File: config.mk
export PLATFORM = sky130hd
export DESIGN_NAME = can_error_signaller
export DESIGN_NICKNAME = d
export VERILOG_FILES = /design/src/rtl/can_error_signaller.sv
export SDC_FILE = /design/constraint.sdc
export NUM_CORES = 1
export LEC_CHECK = 0
export CORE_MARGIN = 2
export CORE_UTILIZATION = 60
export DETAILED_ROUTE_END_ITERATION = 16
export DONT_BUFFER_PORTS = 1
export PLACE_DENSITY = 0.76
export SYNTH_ARGS = -nofsm -noshare
export SYNTH_HDL_FRONTEND = slang
export SYNTH_SLANG_ARGS = --single-unit
export TNS_END_PERCENT = 30
File: constraint.sdc
create_clock -name clk -period 3.3 [get_ports clk]
set_clock_uncertainty 0.1 [all_clocks]
set_input_delay 0 -clock clk [delete_from_list [all_inputs] [get_ports clk]]
set_output_delay 0 -clock clk [all_outputs]
set_load 0.02 [all_outputs]
File: src/rtl/can_error_signaller.sv
// CAN error-signalling and fault-confinement engine: drives error flag/delimiter,
// maintains TEC/REC and tracks active/passive/bus-off including bus-off recovery.
module can_error_signaller #(
    parameter int unsigned FLAG_BITS  = 6,
    parameter int unsigned DELIM_BITS = 8,
    parameter int unsigned ECHO_MAX   = 14
) (
    input  logic       clk,
    input  logic       reset,
    input  logic       bit_tick,
    input  logic       sample_tick,
    input  logic       rx_bit,
    input  logic       rx_err,
    input  logic       tx_err,
    input  logic       rx_ok,
    input  logic       tx_ok,
    output logic       err_tx,
    output logic       busy,
    output logic [8:0] tec,
    output logic [7:0] rec,
    output logic [1:0] conf,
    output logic       irq_conf
);
    typedef enum logic [2:0] {IDLE, PEND, FLAG, ECHO, DELIM, BUSOFF} state_t;

    localparam logic [7:0] FLAG_LD   = 8'(FLAG_BITS);
    localparam logic [7:0] DELIM_LD  = 8'(DELIM_BITS - 1);
    localparam logic [7:0] ECHO_LAST = 8'(ECHO_MAX - 1);

    state_t     state;
    logic       src_tx;
    logic [7:0] bit_cnt;
    logic [7:0] delim_cnt;
    logic [7:0] echo_cnt;
    logic [3:0] bo_bits;
    logic [6:0] bo_seq;
    logic [8:0] tec_n;
    logic [7:0] rec_n;
    logic [1:0] conf_n;
    logic       err_accept;
    logic       penalty;
    logic       recover;

    function automatic logic [8:0] tec_add8(input logic [8:0] v);
        logic [9:0] s;
        s = {1'b0, v} + 10'd8;
        return s[9] ? 9'h1ff : s[8:0];
    endfunction

    function automatic logic [7:0] rec_add(input logic [7:0] v, input logic [7:0] d);
        logic [8:0] s;
        s = {1'b0, v} + {1'b0, d};
        return s[8] ? 8'hff : s[7:0];
    endfunction

    always_comb begin
        err_accept = (state == IDLE) && (rx_err || tx_err);
        penalty    = (state == ECHO) && sample_tick && !rx_bit && (echo_cnt == ECHO_LAST);
        recover    = (state == BUSOFF) && sample_tick && rx_bit &&
                     (bo_bits == 4'd10) && (bo_seq == 7'd127);
        tec_n      = tec;
        rec_n      = rec;
        // tec[8] covers the single cycle between reaching 256 and entering BUSOFF
        if (state == BUSOFF || tec[8]) begin
            if (recover) begin
                tec_n = '0;
                rec_n = '0;
            end
        end else if (err_accept) begin
            if (tx_err) tec_n = tec_add8(tec);
            else        rec_n = rec_add(rec, 8'd1);
        end else if (penalty) begin
            if (src_tx) tec_n = tec_add8(tec);
            else        rec_n = rec_add(rec, 8'd8);
        end else begin
            if (tx_ok && tec != '0) tec_n = tec - 9'd1;
            if (rx_ok) begin
                if (rec > 8'd127)    rec_n = 8'd119;
                else if (rec != '0)  rec_n = rec - 8'd1;
            end
        end
        if (tec[8])                conf_n = 2'b10;
        else if (tec[7] || rec[7]) conf_n = 2'b01;
        else                       conf_n = 2'b00;
    end

    always_ff @(posedge clk or posedge reset) begin
        if (reset) begin
            state     <= IDLE;
            src_tx    <= 1'b0;
            bit_cnt   <= '0;
            delim_cnt <= '0;
            echo_cnt  <= '0;
            bo_bits   <= '0;
            bo_seq    <= '0;
            tec       <= '0;
            rec       <= '0;
            conf      <= 2'b00;
            irq_conf  <= 1'b0;
            err_tx    <= 1'b1;
            busy      <= 1'b0;
        end else begin
            tec      <= tec_n;
            rec      <= rec_n;
            conf     <= conf_n;
            irq_conf <= (conf_n != conf);
            if (tec[8] && state != BUSOFF) begin
                state   <= BUSOFF;
                busy    <= 1'b1;
                err_tx  <= 1'b1;
                bo_bits <= '0;
                bo_seq  <= '0;
            end else begin
                case (state)
                    IDLE: begin
                        if (rx_err || tx_err) begin
                            state  <= PEND;
                            busy   <= 1'b1;
                            src_tx <= tx_err;
                        end
                    end
                    PEND: begin
                        if (bit_tick) begin
                            state   <= FLAG;
                            bit_cnt <= FLAG_LD;
                            err_tx  <= (conf != 2'b00);
                        end
                    end
                    FLAG: begin
                        err_tx <= (conf != 2'b00);
                        if (bit_tick) begin
                            if (bit_cnt <= 8'd1) begin
                                state    <= ECHO;
                                err_tx   <= 1'b1;
                                echo_cnt <= '0;
                            end else begin
                                bit_cnt <= bit_cnt - 8'd1;
                            end
                        end
                    end
                    ECHO: begin
                        err_tx <= 1'b1;
                        if (sample_tick) begin
                            if (rx_bit) begin
                                state     <= DELIM;
                                delim_cnt <= DELIM_LD;
                            end else if (echo_cnt == ECHO_LAST) begin
                                echo_cnt <= '0;
                            end else begin
                                echo_cnt <= echo_cnt + 8'd1;
                            end
                        end
                    end
                    DELIM: begin
                        err_tx <= 1'b1;
                        if (sample_tick) begin
                            if (!rx_bit) begin
                                state <= ECHO;
                            end else if (delim_cnt <= 8'd1) begin
                                state <= IDLE;
                                busy  <= 1'b0;
                            end else begin
                                delim_cnt <= delim_cnt - 8'd1;
                            end
                        end
                    end
                    BUSOFF: begin
                        err_tx <= 1'b1;
                        if (sample_tick) begin
                            if (!rx_bit) begin
                                bo_bits <= '0;
                            end else if (bo_bits == 4'd10) begin
                                bo_bits <= '0;
                                bo_seq  <= bo_seq + 7'd1;
                                if (bo_seq == 7'd127) begin
                                    state <= IDLE;
                                    busy  <= 1'b0;
                                end
                            end else begin
                                bo_bits <= bo_bits + 4'd1;
                            end
                        end
                    end
                    default: begin
                        state <= IDLE;
                        busy  <= 1'b0;
                    end
                endcase
            end
        end
    end
endmodule
# Yosys cells after proc, flatten, opt, wreduce, memory -nomap -nowiden
# Index checks and enable logic that the tools add are counted.
[word_totals]
register_bits = 61
inputBits = 9
out_inout_bits = 22
word_cells = 186
[classes]
addsub = 10
n_lt_le_gt_ge = 3
eq_ne = 40
muxes = 77
bitwise_logic = 1
n_reduce_logical = 42
[op_table]
columns = ["operator", "count"]
rows = [
  ["two-way mux 8 bit", 24],
  ["two-way mux 9 bit", 8],
  ["case mux 8 bit (2 select lines)", 3],
  ["two-way mux 3 bit", 14],
  ["two-way mux 7 bit", 5],
  ["subtractor 8 x 1 -> 8 bit, second input constant", 3],
  ["inequality test 2 bit, second input constant", 11],
  ["inequality test 3 bit, second input constant", 7],
  ["two-way mux 4 bit", 5],
  ["inequality test 3 x 2 -> 1 bit, second input constant", 6],
  ["case mux 3 bit (6 select lines)", 1],
  ["less-or-equal comparator 8 x 1 -> 1 bit, second input constant", 2],
  ["nonzero test 2 bit", 8],
  ["two-way mux 1 bit", 14],
  ["AND reduction 12 bit", 1],
  ["nonzero test 4 bit", 3],
  ["adder 9 x 4 -> 10 bit, second input constant", 1],
  ["logical AND 1 bit", 10],
  ["AND reduction 5 bit", 2],
  ["adder 8 x 1 -> 9 bit, second input constant", 1],
  ["adder 8 x 4 -> 9 bit, second input constant", 1],
  ["inequality test 3 x 1 -> 1 bit, second input constant", 3],
  ["AND reduction 9 bit", 1],
  ["nonzero test 9 bit", 1],
  ["other kinds (30)", 38],
]

# Depth between registers and ports, before layout
# Gate-level depths: netlist of run 1.
[logic_depth]
word_depth = 7
mapped_depth = 10
mapped_depth_nobuf = 8

# Worst setup path after synthesis of run 1
# Ideal clock, no wire load.
[synth_timing]
path_type = "reg-to-reg"
from = "reg tec[0]"
to = "reg tec[2]"
arrival_ps = 2194
path_slack_ps = 886
stages_incl_launch_ff = 10
synth_period_minus_slack_ps = 2414
path_cell_list = "dfrtp_1 > inv_1 > ha_1 > or4b_1 > o41ai_2 > and3_1 > o21a_1 > buf_4 > a21oi_1 > o211a_1"
[synth_via]
elab_chain_cells = 6
[synth_rtl]
columns = ["element", "line_no", "rtl"]
rows = [
  ["start: declaration", "19", "output logic [8:0] tec,"],
  ["start signal: assignment", "103", "tec <= tec_n;"],
  ["adder 9 x 4 -> 10 bit", "46", "s = {1'b0, v} + 10'd8;"],
  ["two-way mux 9 bit", "47", "return s[9] ? 9'h1ff : s[8:0];"],
  ["two-way mux 9 bit", "73", "if (src_tx) tec_n = tec_add8(tec);"],
  ["two-way mux 9 bit", "72", "end else if (penalty) begin"],
  ["two-way mux 9 bit", "69", "end else if (err_accept) begin"],
  ["two-way mux 9 bit", "64", "if (state == BUSOFF || tec[8]) begin"],
]
# Several ways; a longest one is shown, not always the timed one. The select of a mux whose other input is x is not followed.
# A chain may end at the register's enable or synchronous reset.

# Worst setup path after layout of run 1
# Ends and elaborated chain as after synthesis.

==> results.md, run 1 <==
- The sequential share of power is 35.2%.
- Gates resized during post-CTS repair numbered 0.
- The maximum buffer depth of the clock tree is 2.
- The data arrival time of the critical path is 2.85 ns.
- The effective utilization at floorplan is 61.8%.
- By area the synthesized netlist is led by dfrtp_1 (36%), nor2_1 (5.5%), ha_1 (5.4%).
- Counting every instance in the synthesized netlist gives 503.
- The internal power is 0.00238 W.
- The global-route wire length before repair is 16.1 mm.
- The number of buffers created by CTS is 9.
- The detailed-routing iteration count for the pre-antenna-repair pass is 5.
- The number of max-cap violations is 0.
- The portion of the clock cycle consumed by the worst path in the final layout is 82.2%.
- Entering global routing, the biggest net connects 48 pins.
- In this run the biggest area consumer among cell types represents 35.8% of the synthesized area.
- The unique cell type count in the Yosys netlist is 72.
- The routed design has 9.96 mm of wire.
- STA puts the critical path data required time at 3.43 ns.
- The measured slew at the worst slew-check pin is 0.989 ns.
- Port buffering added 0 buffers.
- The number of H-tree levels is 3.
- In the global route stage, overall resource usage came out at 26.6%.
- The critical path launch point type is a register.
- Of the synthesized area, sequential elements account for 36.4%.
- Summed over all cells, the static leakage comes to 1.97 nW.
- The die outline area is 7680 um2.
- Dividing total power by cell area gives a power density of 950 nW/um2.
- Detailed placement ended at an HPWL of 6.89 mm.
- Fill cells in the final layout number 541.
- The run finished with clean final reports.
- Setup repair after global routing left no endpoint under its margin.
- Of the total power, the share spent switching nets is 45.4%.
- For this block, the via count after detailed routing is 3,866.
- In the synthesized netlist the async set-or-reset flop fraction comes to 100%.
- In this run the clock root is driven by a clkbuf_8.
- The vias per cell is 6.37.
- Clock tree synthesis found a total of 61 sinks.
- In this run the worst hold path is classified as in -> reg.
- The share of post-route cells with drive strength above 1 is 8.22%.
- The net switching power is 0.00198 W.
- The final cell utilization of the core is 67.7%.
- The DRC violation total after the first TritonRoute iteration is 321.
- The area growth from synthesis to layout is 9.51%.
- The endpoint class of the critical path is a register.
- dfrtp_1 takes more of the synthesized area than any other cell.
- Final hold analysis gives a worst-case slack of 0.0201 ns.
- In the final timing run, aggregate negative setup slack is 0 ns.
- In this run the mean area of a mapped cell was 8.35 um2.
- The via count of the first global-routing pass is 3,382.
- The combinational share of power is 45.1%.
- The average detailed-routed wire length per instance is 16.4 um.
- After floorplanning, the core was sized to cover 6790 um2.
- After synthesis, the most frequently instantiated cells are nor2_1 (62), dfrtp_1 (60), nand2_1 (42), o21ai_0 (39), a21oi_1 (32).
- Static timing analysis puts the maximum clock frequency at 369 MHz.
- For the finished layout, the period the worst path requires is 2.71 ns.
- The clock-pin slew on the worst setup and hold paths is 0.07 ns.
- During synthesis, Yosys emitted a total of 0 warnings.
- For this design the top-level I/O count stands at 31.
- After the last flow step, the layout net total stands at 533.
- The pre-CTS setup slack is 0.629 ns.
- The number of max-slew violations in the final report is 0.
- The total overflow left after global routing is 0.
- The number of antenna violations at the first check in global routing is 0.
- Power comes to 0.00437 W.
- For this run, the leading register cell type out of synthesis is dfrtp_1.
- Routability-driven placement finished with a final weighted congestion of 0.911.
- The clock share of power is 19.7%.
- The number of hold-slack violations in the final timing report is 0.
- The top fanout value on the critical path is 10.
- The post-synth net total is 530.
- TritonCTS built the clock tree.
- The detail route stage leaves a number of antenna-violating nets equal to 0.
- The post-route DRC violation count is 0.
- The final setup violation count is 0.
- The number of placement rows is 30.
- The die is 87.7 um tall.
- Counting flops and latches in the post-synthesis netlist gives 61.
- The clock insertion delay at the later pin of the skew report is 0.35 ns.
- Measured against its own limit, the worst slew margin works out to 34.0%.
- The post-synth design cell area is 4200 um2.
- The number of enable flip-flop cells after synthesis is 0.
- 0 antenna diodes ended up in the layout.
- The most repeated cell in the gate-level netlist after synthesis is nor2_1.
- The die is 87.7 um wide.
- Setup slack on the critical path of the routed design comes to 0.587 ns.
- The critical path is of the reg -> reg type.
- The worst-case IR drop observed on VDD is 0.566 mV.
-- area by class of cell --
| type | count | area (um2) | area share [%] |
|---|---|---|---|
| Multi-Input combinational cell | 394 | 2450 | 53.3 |
| Inverter | 21 | 78.8 | 1.71 |
| Timing Repair Buffer | 19 | 163 | 3.54 |
| Clock inverter | 3 | 90.1 | 1.96 |
| Sequential cell | 61 | 1530 | 33.2 |
| Clock buffer | 13 | 169 | 3.67 |
| Tap cell | 96 | 120 | 2.61 |
-- registers in the layout, indices dropped and copies added (netlist names) --
register,count
irq_conf,1
tec,9
state,3
bit_cnt,8
bo_seq,7
busy,1
err_tx,1
src_tx,1
delim_cnt,8
echo_cnt,8
conf,2
bo_bits,4
rec,8
-- cells by family (layout without fill, tap and decap cells) --
kind of cell	after synthesis	in the layout	synth area share, %
muxes	8	8	2.06
adders and majority gates	18	18	5.36
buffers and inverters	48	56	5.27
and+or+nand+nor	212	212	25.9
xor gates and xnor gates	15	15	3.13
DFF	61	61	36.4
AOI/OAI and AO/OA	141	141	21.9
-- worst max-delay path, cell delays in order (launching register included) --
cell and delay (ns):
dfrtp_1 0.47, inv_1 0.13, ha_1 0.21, or4b_1 0.53, o41ai_2 0.29, and3_1 0.20
o21a_1 0.31, a21oi_1 0.13, o211a_1 0.23
-- through the flow --
step,std cells,instance area [um2]
6_report,607,4600
5_1_grt,607,4600
4_1_cts,607,4600
3_5_place_dp,583,4260
3_3_place_gp,583,4260
2_1_floorplan,503,4200
-- routing by layer --
layer / global-route usage, % / routed length, um / up-vias
met1: 36.7 / 4630 / 1852
met5: 0 / 0 / -
li1: - / - / 1850
met4: 11.7 / 249 / 0
met2: 39.8 / 4460 / 141
met3: 6.13 / 620 / 23
-- power groups by stage --
stage	clock network (W)	logic (W)	registers, W
6_report	0.000859	0.00197	0.00154
5_1_grt	0.000912	0.00219	0.00158
4_1_cts	0.000868	0.00194	0.00153
3_5_place_dp	0	0.00191	0.00154
3_3_place_gp	0	0.00186	0.00153
2_1_floorplan	0	0.00165	0.00139
-- cell usage in the layout, fill, tap and decap left out, types with 4 or more instances in the layout --
cell type and n:
nor2_1 62, dfrtp_1 60, nand2_1 42, o21ai_0 39, a21oi_1 32, inv_1 19
nor3_1 19, ha_1 18, nand3_1 16, o31ai_1 13, nand4_1 12, clkbuf_8 12
buf_4 11, xnor2_1 9, or3_1 8, and3_1 8, dlygate4sd3_1 8, o211ai_1 7
a31oi_1 6, mux2i_1 6, nor4_1 6, nand2b_1 6, xor2_1 6, nor2b_1 4
a211oi_1 4, a211o_1 4, o22a_1 4
-- final timing paths --
check | startpoint | slack, ns | depth (start not counted) | to
min in group asynchronous | reset | 0.26 | 2 | delim_cnt[4]$_DFFE_PP0P_
worst min register to register | delim_cnt[7]$_DFFE_PP0P_ | 0.39 | 1 | delim_cnt[7]$_DFFE_PP0P_
worst max register to register | tec[0]$_DFFE_PP0P_ | 0.59 | 8 | tec[2]$_DFFE_PP0P_
worst min-delay path | rx_err | 0.02 | 3 | tec[4]$_DFFE_PP0P_
worst max-delay path | tec[0]$_DFFE_PP0P_ | 0.59 | 8 | tec[2]$_DFFE_PP0P_
max in group asynchronous | reset | 1.98 | 3 | err_tx$_DFFE_PP1P_
-- what timing repair did --
item | CTS | global route
endpoints found under the hold margin | 64 | 0
setup buffers | 0 | 0
hold buffers | 8 | 0
setup endpoints to repair | 0 | 0
Note: power is estimated with default switching activity, not from simulation.
==> run 2, diff against run 1 <==
Clock period 3.3 ns to 2.51 ns, I/O delays scaled along.
==> run 2 against run 1 <==
  * The run now ends with negative hold slack left
  * Design area up 7.1%
  * Non-clock buffer count grew 40
  * Routed wire length up 7.4%
  * Register-to-register slack lost 0.52 ns
  * Die area unchanged
  * Count of clock-buffer cells in the layout is 1 lower
  * Worst setup slack worse by 0.52 ns
  * Core utilization is 4.8 points higher
  * Sequential power increased by 14%
  * Flip-flop and latch count unchanged
  * Worst hold slack worse by 0.021 ns
  * First-iteration DRC count is 15% higher
==> results.md, run 2 (synthesized netlist as in run 1, its figures left out) <==
- Outcome: complete, but fails checks (was complete, no violations).
- The final reports fail on negative hold slack.
- The largest delay contributor family on the critical path is simple AND/OR/NAND/NOR gates (was compound AO/OA/AOI/OAI gates).
- The total vias in the final route is 4,037 (was 3,866).
- The weighted congestion reported at the end of routability-driven placement is 0.955 (was 0.911).
- The static leakage came to 2.17 nW (was 1.97 nW).
- The global-route wire length before repair is 17.7 mm (was 16.1 mm).
- The clock sink count is 61 (unchanged).
- The endpoint class of the critical path is a register (unchanged).
- The cell chosen for the clock root is clkbuf_8 (unchanged).
- The logic depth of the worst path, buffers included is 7 (was 8).
- The headroom to the max-slew limit is 66.5% (was 34.0%).
- The final critical path time including I/O delays and setup came to 2.44 ns (was 2.71 ns).
- The final layout net count came to 573 (was 533).
- The sequential share of power is 29.1% (was 35.2%).
- The largest stage delay on the critical path is 0.44 ns (was 0.53 ns).
- The number of H-tree levels is 3 (unchanged).
- The aggregate global-route resource usage is 29.3% (was 26.6%).
- The quantity of I/O buffers inserted on ports is 0 (unchanged).
- The maximum ir drop on the vdd rail came to 0.707 mV (was 0.566 mV).
- The count of fill cells added during filler insertion is 527 (was 541).
- The type of the worst setup path is reg -> reg (unchanged).
- The data arrival time of the critical path is 2.58 ns (was 2.85 ns).
- The number of placement rows is 30 (unchanged).
- The via count of the first global-routing pass is 3,707 (was 3,382).
- The final global-route overflow total is 0 (unchanged).
- The top fanout value on the critical path is 6 (was 10).
- The clock tree from TritonCTS is done (unchanged).
- The total length of routed wires is 10.7 mm (was 9.96 mm).
- The required time at the endpoint of the critical path came to 2.64 ns (was 3.43 ns).
- The post-route DRC violation count is 0 (unchanged).
- The maximum buffer depth of the clock tree is 2 (unchanged).
- The number of flip-flops in the largest register is 9 (unchanged).
- The combined buffer and inverter count along the critical path came to 1 (unchanged).
- The net switching power was 0.00273 W (was 0.00198 W).
- The area of the core region is 6790 um2 (unchanged).
- The die outline area is 7680 um2 (unchanged).
- The number of buffers created by CTS is 9 (unchanged).
- The setup TNS is 0 ns (unchanged).
- The fraction of power spent switching nets is 45.1% (was 45.4%).
- Unrepaired setup endpoints after global routing: yes (was no).
- The most common cell after layout, fill and taps aside is nor2_1 (unchanged).
- The number of max-cap violations is 0 (unchanged).
- The number of hold-slack violations in the final timing report is 1 (was 0).
- The average detailed-routed wire length per instance is 16.5 um (was 16.4 um).
- The share of post-route cells with drive strength above 1 was 16.7% (was 8.22%).
- The final setup violation count came to 0 (unchanged).
- The vias per cell is 6.24 (was 6.37).
- The pin count of the biggest net entering global routing is 32 (was 48).
- The worst-path cell with the longest stage delay is or3_1 (was or4b_1).
- The final-layout worst hold slack came to -0.000626 ns (was 0.0201 ns).
- The clock insertion delay at the later pin of the skew report is 0.35 ns (about the same).
- The critical path launch point type was a register (unchanged).
- The depth of the worst hold-timing path is 4 (was 3).
- The number of antenna repair diodes is 0 (unchanged).
- The layout overhead on the synthesized area is 17.3% (was 9.51%).
- Commonest cells after routing, fill and taps aside: nor2_1 (62), dfrtp_1 (59), buf_4 (51) (was nor2_1 (62), dfrtp_1 (60), nand2_1 (42)).
- The floorplan die height came to 87.7 um (unchanged).
- The effective utilization at floorplan is 61.8% (unchanged).
- The number of antenna violations at the first check in global routing is 0 (unchanged).
- The length in cells of the worst reg-to-reg path is 7 (was 8).
- The clock-pin slew on the worst setup and hold paths is 0.07 ns (about the same).
- The cell area power density is 1230 nW/um2 (was 950 nW/um2).
- The highest clock rate is 410 MHz (was 369 MHz).
- The number of max-slew violations in the final report was 0 (unchanged).
- The class of the tightest hold or removal check is in -> reg (unchanged).
- Crit-path cells: inv_1, ha_1, nand3b_1, or3_1, a221oi_1, and3_4, mux2_4 (was inv_1, ha_1, or4b_1, o41ai_2, and3_1, o21a_1, a21oi_1, o211a_1).
- The combinational share of power is 54.3% (was 45.1%).
- The detailed-routing iteration count for the pre-antenna-repair pass is 5 (unchanged).
- The register ranked first by flip-flop count is tec (unchanged).
- The clock share of power is 16.6% (was 19.7%).
- The HPWL after detailed placement is 7.60 mm (was 6.89 mm).
- The area occupied by multi-input gates is 2510 um2 (was 2450 um2).
- The number of nets with antenna violations after detailed routing is 0 (unchanged).
- The die outline width came to 87.7 um (unchanged).
- The DRC violation total after the first TritonRoute iteration came to 370 (was 321).
- The internal power is 0.00333 W (was 0.00238 W).
- The total I/O pin count came to 31 (unchanged).
- The placed instance count is 621 (was 583).
- The portion of the clock cycle consumed by the worst path in the final layout is 97.3% (was 82.2%).
- The sequential cell area came to 1530 um2 (about the same).
- The post-route non-filler standard cell count came to 647 (was 607).
- The measured slew at the worst slew-check pin was 0.498 ns (was 0.989 ns).
==> run 2: cell count changes in the layout (fill, tap and decap cells not counted), sizes merged <==
cell and change:
clkbuf -1, clkinv +2, buf +40, bufinv -1
==> run 2: final timing paths <==
path / startpoint / to / slack, ns
setup / recovery: bo_bits[0]$_DFFE_PP0P_ / state[0]$_DFFE_PP0P_ / 0.07
hold / removal: rx_ok / rec[2]$_DFFE_PP0P_ / -0.0006
setup reg to reg: bo_bits[0]$_DFFE_PP0P_ / state[0]$_DFFE_PP0P_ / 0.07
hold reg to reg: tec[8]$_DFFE_PP0P_ / conf[1]$_DFF_PP0_ / 0.37
max in group asynchronous: reset / busy$_DFFE_PP0P_ / 1.42
min in group asynchronous: reset / echo_cnt[3]$_DFFE_PP0P_ / 0.08
==> run 2: worst min-delay path: stages <==
cell and delay [ns]:
nor3b_1 0.02, nor3_1 0.16, buf_4 0.15, a21oi_1 0.05
==> run 2: what timing repair did <==
action                                 CTS  global route
setup endpoints to repair                1            17
gates resized for setup                  1            12
buffers inserted                         0             2
pin swaps                                0             2
hold buffers                             8             0
endpoints found under the hold margin   75             0
==> run 2: cell type report <==
type | count | area share, %
Multi-Input combinational cell | 394 | 50.9
Sequential cell | 61 | 31.0
Timing Repair Buffer | 59 | 9.40
Clock buffer | 12 | 3.15
Tap cell | 96 | 2.44
Inverter | 21 | 1.60
Clock inverter | 4 | 1.42
==> run 2: per-stage QoR <==
step	hold slack, ns	area, um2	utilization (%)	power (W)	worst slack (ns)
3_3_place_gp	-0.285	4540	66.9	0.00480	0.0949
4_1_cts	0.000836	4850	71.4	0.00596	0.0370
6_report	-0.000626	4920	72.5	0.00606	0.0688
2_1_floorplan	0.0865	4200	-	0.00400	0.0960
3_5_place_dp	-0.279	4540	66.9	0.00492	0.0260
5_1_grt	0.0364	4920	72.5	0.00650	0.00312
==> run 2: layer usage <==
metal  up-vias  track usage [%]  wire length, um
met1      1944             41.1             4780
met2       148             45.3             4980
met5         -                0                0
met4         0             10.8              234
met3        23             5.75              712
li1       1922                -                -
==> run 2: power by group through the flow <==
| stage | Sequential, W | Combinational [W] | Clock, W |
|---|---|---|---|
| finish | 0.00176 | 0.00329 | 0.00101 |
| global route | 0.00181 | 0.00362 | 0.00106 |
| CTS | 0.00174 | 0.00321 | 0.00102 |
| detailed placement | 0.00175 | 0.00316 | 0 |
| global placement | 0.00174 | 0.00306 | 0 |
| floorplan | 0.00183 | 0.00217 | 0 |
==> run 3, diff against run 2 <==
Settings changed: SETUP_SLACK_MARGIN from default to 0.15.
==> run 3 against run 2 <==
  * The run still ends with negative hold slack left
  * First-iteration DRC count fell by 15%
  * Clock power fell by 14%
  * Critical path depth rose by 2
  * Critical path type unchanged
  * Sequential share of layout area fell by 0.51 points
  * Critical endpoint is now rec[1]$_DFFE_PP0P_
  * Largest cell class unchanged
==> results.md, run 3 (synthesized netlist as in run 1, its figures left out) <==
- Outcome: complete, but fails checks (unchanged).
- Violated checks: negative hold slack (unchanged).
- The final setup slack of the worst path is 0.125 ns (was 0.0688 ns).
- The floorplan die height is 87.7 um (unchanged).
- The critical path launch point type was a register (unchanged).
- The DRC violation total after the first TritonRoute iteration is 315 (was 370).
- The portion of the clock cycle consumed by the worst path in the final layout is 95.0% (was 97.3%).
- The cell area power density is 1220 nW/um2 (was 1230 nW/um2).
- The register ranked first by flip-flop count was tec (unchanged).
- Commonest cells after routing, fill and taps aside: buf_4 (62), nor2_1 (60), dfrtp_1 (57) (was nor2_1 (62), dfrtp_1 (59), buf_4 (51)).
- The class of the tightest hold or removal check is in -> async (was in -> reg).
- The average detailed-routed wire length per instance is 16.7 um (was 16.5 um).
- Unrepaired setup endpoints after global routing: yes (unchanged).
- The maximum buffer depth of the clock tree came to 2 (unchanged).
- The final global-route overflow total was 0 (unchanged).
- The required time at the endpoint of the critical path is 2.67 ns (was 2.64 ns).
- The share of post-route cells with drive strength above 1 is 19.8% (was 16.7%).
- The post-route DRC violation count is 0 (unchanged).
- The die outline area is 7680 um2 (unchanged).
- The die outline width was 87.7 um (unchanged).
- The final-layout worst hold slack is -0.00712 ns (was -0.000626 ns).
- The final setup violation count is 0 (unchanged).
- The pin count of the biggest net entering global routing is 45 (was 32).
- The count of fill cells added during filler insertion is 497 (was 527).
- The endpoint class of the critical path is a register (unchanged).
- The end of the critical path is rec[1]$_DFFE_PP0P_ (was state[0]$_DFFE_PP0P_).
- The clock insertion delay at the later pin of the skew report is 0.34 ns (was 0.35 ns).
- The number of H-tree levels was 3 (unchanged).
- The pre-CTS setup slack is 0.0238 ns (was 0.0260 ns).
- The cell chosen for the clock root was clkbuf_8 (unchanged).
- The number of placement rows is 30 (unchanged).
- The final critical path time including I/O delays and setup came to 2.39 ns (was 2.44 ns).
- The total vias in the final route is 4,147 (was 4,037).
- The most common cell after layout, fill and taps aside was buf_4 (was nor2_1).
- The placed instance count is 621 (unchanged).
- The effective utilization at floorplan came to 61.8% (unchanged).
- The data arrival time of the critical path is 2.55 ns (was 2.58 ns).
- The quantity of I/O buffers inserted on ports was 0 (unchanged).
- The number of antenna repair diodes is 0 (unchanged).
- The number of hold-slack violations in the final timing report is 17 (was 1).
- The post-route non-filler standard cell count is 658 (was 647).
- The layout overhead on the synthesized area is 19.4% (was 17.3%).
- The HPWL after detailed placement was 7.59 mm (was 7.60 mm).
- The clock-pin slew on the worst setup and hold paths is 0.07 ns (about the same).
- The number of max-slew violations in the final report came to 0 (unchanged).
- The destination of the worst register-to-register timing path is rec[1]$_DFFE_PP0P_ (was state[0]$_DFFE_PP0P_).
- The slack of the worst reg-to-reg path was 0.12 ns (was 0.07 ns).
- The top fanout value on the critical path is 4 (was 6).
- The via count of the first global-routing pass is 3,948 (was 3,707).
- The launching element of the worst setup path is echo_cnt[7]$_DFFE_PP0P_ (was bo_bits[0]$_DFFE_PP0P_).
- The maximum ir drop on the vdd rail is 0.831 mV (was 0.707 mV).
- The aggregate global-route resource usage is 29.4% (was 29.3%).
- The total I/O pin count came to 31 (unchanged).
- The clock sink count is 61 (unchanged).
- The vias per cell is 6.30 (was 6.24).
- The number of antenna violations at the first check in global routing is 0 (unchanged).
- The length in cells of the worst reg-to-reg path came to 9 (was 7).
- The clock tree from TritonCTS is done (unchanged).
- The number of flip-flops in the largest register is 9 (unchanged).
- The weighted congestion reported at the end of routability-driven placement is 0.938 (was 0.955).
- The global-route wire length before repair is 18.2 mm (was 17.7 mm).
- The area of the core region is 6790 um2 (unchanged).
- The number of max-cap violations was 0 (unchanged).
- The highest clock rate is 419 MHz (was 410 MHz).
- The final layout net count is 584 (was 573).
- The number of buffers created by CTS is 9 (unchanged).
- The reg-to-reg critical path startpoint is echo_cnt[7]$_DFFE_PP0P_ (was bo_bits[0]$_DFFE_PP0P_).
- The static leakage is 2.21 nW (was 2.17 nW).
- The headroom to the max-slew limit came to 63.0% (was 66.5%).
- The number of nets with antenna violations after detailed routing is 0 (unchanged).
- The total length of routed wires is 11.0 mm (was 10.7 mm).
- The measured slew at the worst slew-check pin is 0.555 ns (was 0.498 ns).
- The type of the worst setup path is reg -> reg (unchanged).
- The detailed-routing iteration count for the pre-antenna-repair pass came to 5 (unchanged).
[run 3: cell types whose count changed in the layout (fill, tap and decap cells not counted), moves of 2 or more]
cell     before  now
buf_4        51   62
dfrtp_1      59   57
dfrtp_2       1    3
nor2_1       62   60
nor2_2        0    2
[run 3: final cells by class]
class | count | area (um2) | share of cell area, %
multi-input cells | 394 | 2540 | 50.7
clock buffers | 12 | 145 | 2.89
repair buffers | 70 | 547 | 10.9
flip-flops and latches | 61 | 1530 | 30.5
well taps | 96 | 120 | 2.40
inverters | 21 | 78.8 | 1.57
clock inverters | 4 | 47.5 | 0.948
[run 3: worst min path at each step]
| stage | startpoint | endpoint | cells after the start |
|---|---|---|---|
| floorplan | rx_err | src_tx$_DFFE_PP0P_ | 2 |
| global placement | reset | rec[1]$_DFFE_PP0P_ | 1 |
| detailed placement | reset | rec[0]$_DFFE_PP0P_ | 1 |
| CTS | reset | rec[4]$_DFFE_PP0P_ | 2 |
| global route | reset | rec[1]$_DFFE_PP0P_ | 2 |
| finish | reset | rec[4]$_DFFE_PP0P_ | 2 |
[run 3: what timing repair did]
| action | 4_1_cts | 5_1_grt |
|---|---|---|
| resized for setup | 4 | 16 |
| endpoints found under the setup margin | 21 | 38 |
| hold endpoints to repair | 77 | 0 |
| buffers inserted | 8 | 6 |
| hold buffers | 7 | 0 |
| pin swaps | 5 | 6 |
[run 3: routing by layer]
| metal | track usage, % | up-vias | share of wire [%] |
|---|---|---|---|
| met5 | 0 | - | 0 |
| met4 | 10.5 | 0 | 2.4 |
| met3 | 6.03 | 39 | 7.0 |
| met2 | 47.5 | 171 | 48 |
| met1 | 39.3 | 1990 | 43 |
| li1 | - | 1947 | - |
[run 3: worst max-delay path, cell delays in order, from the launching register on]
cell      delay [ns]
dfrtp_1         0.41
nor4bb_2        0.33
buf_4           0.17
nand4_1         0.22
buf_6           0.21
mux2i_1         0.13
o21a_1          0.19
nor3_2          0.20
buf_4           0.17
mux2i_1         0.17
[run 3: report_power, final]
| part | switching [W] | total [W] | internal [W] |
|---|---|---|---|
| clock | 0.000388 | 0.000871 | 0.000483 |
| combinational | 0.00196 | 0.00347 | 0.00151 |
| sequential | 0.000449 | 0.00176 | 0.00132 |
[run 3: stage by stage]
step	TNS (ns)	util, %	power [W]	area, um2
after floorplan	0	-	0.00402	4220
after global placement	0	67.1	0.00484	4560
after detailed placement	0	67.1	0.00494	4560
after CTS	0	72.1	0.00595	4900
after global routing	-0.0195	73.8	0.00653	5010
final	0	73.8	0.00611	5010
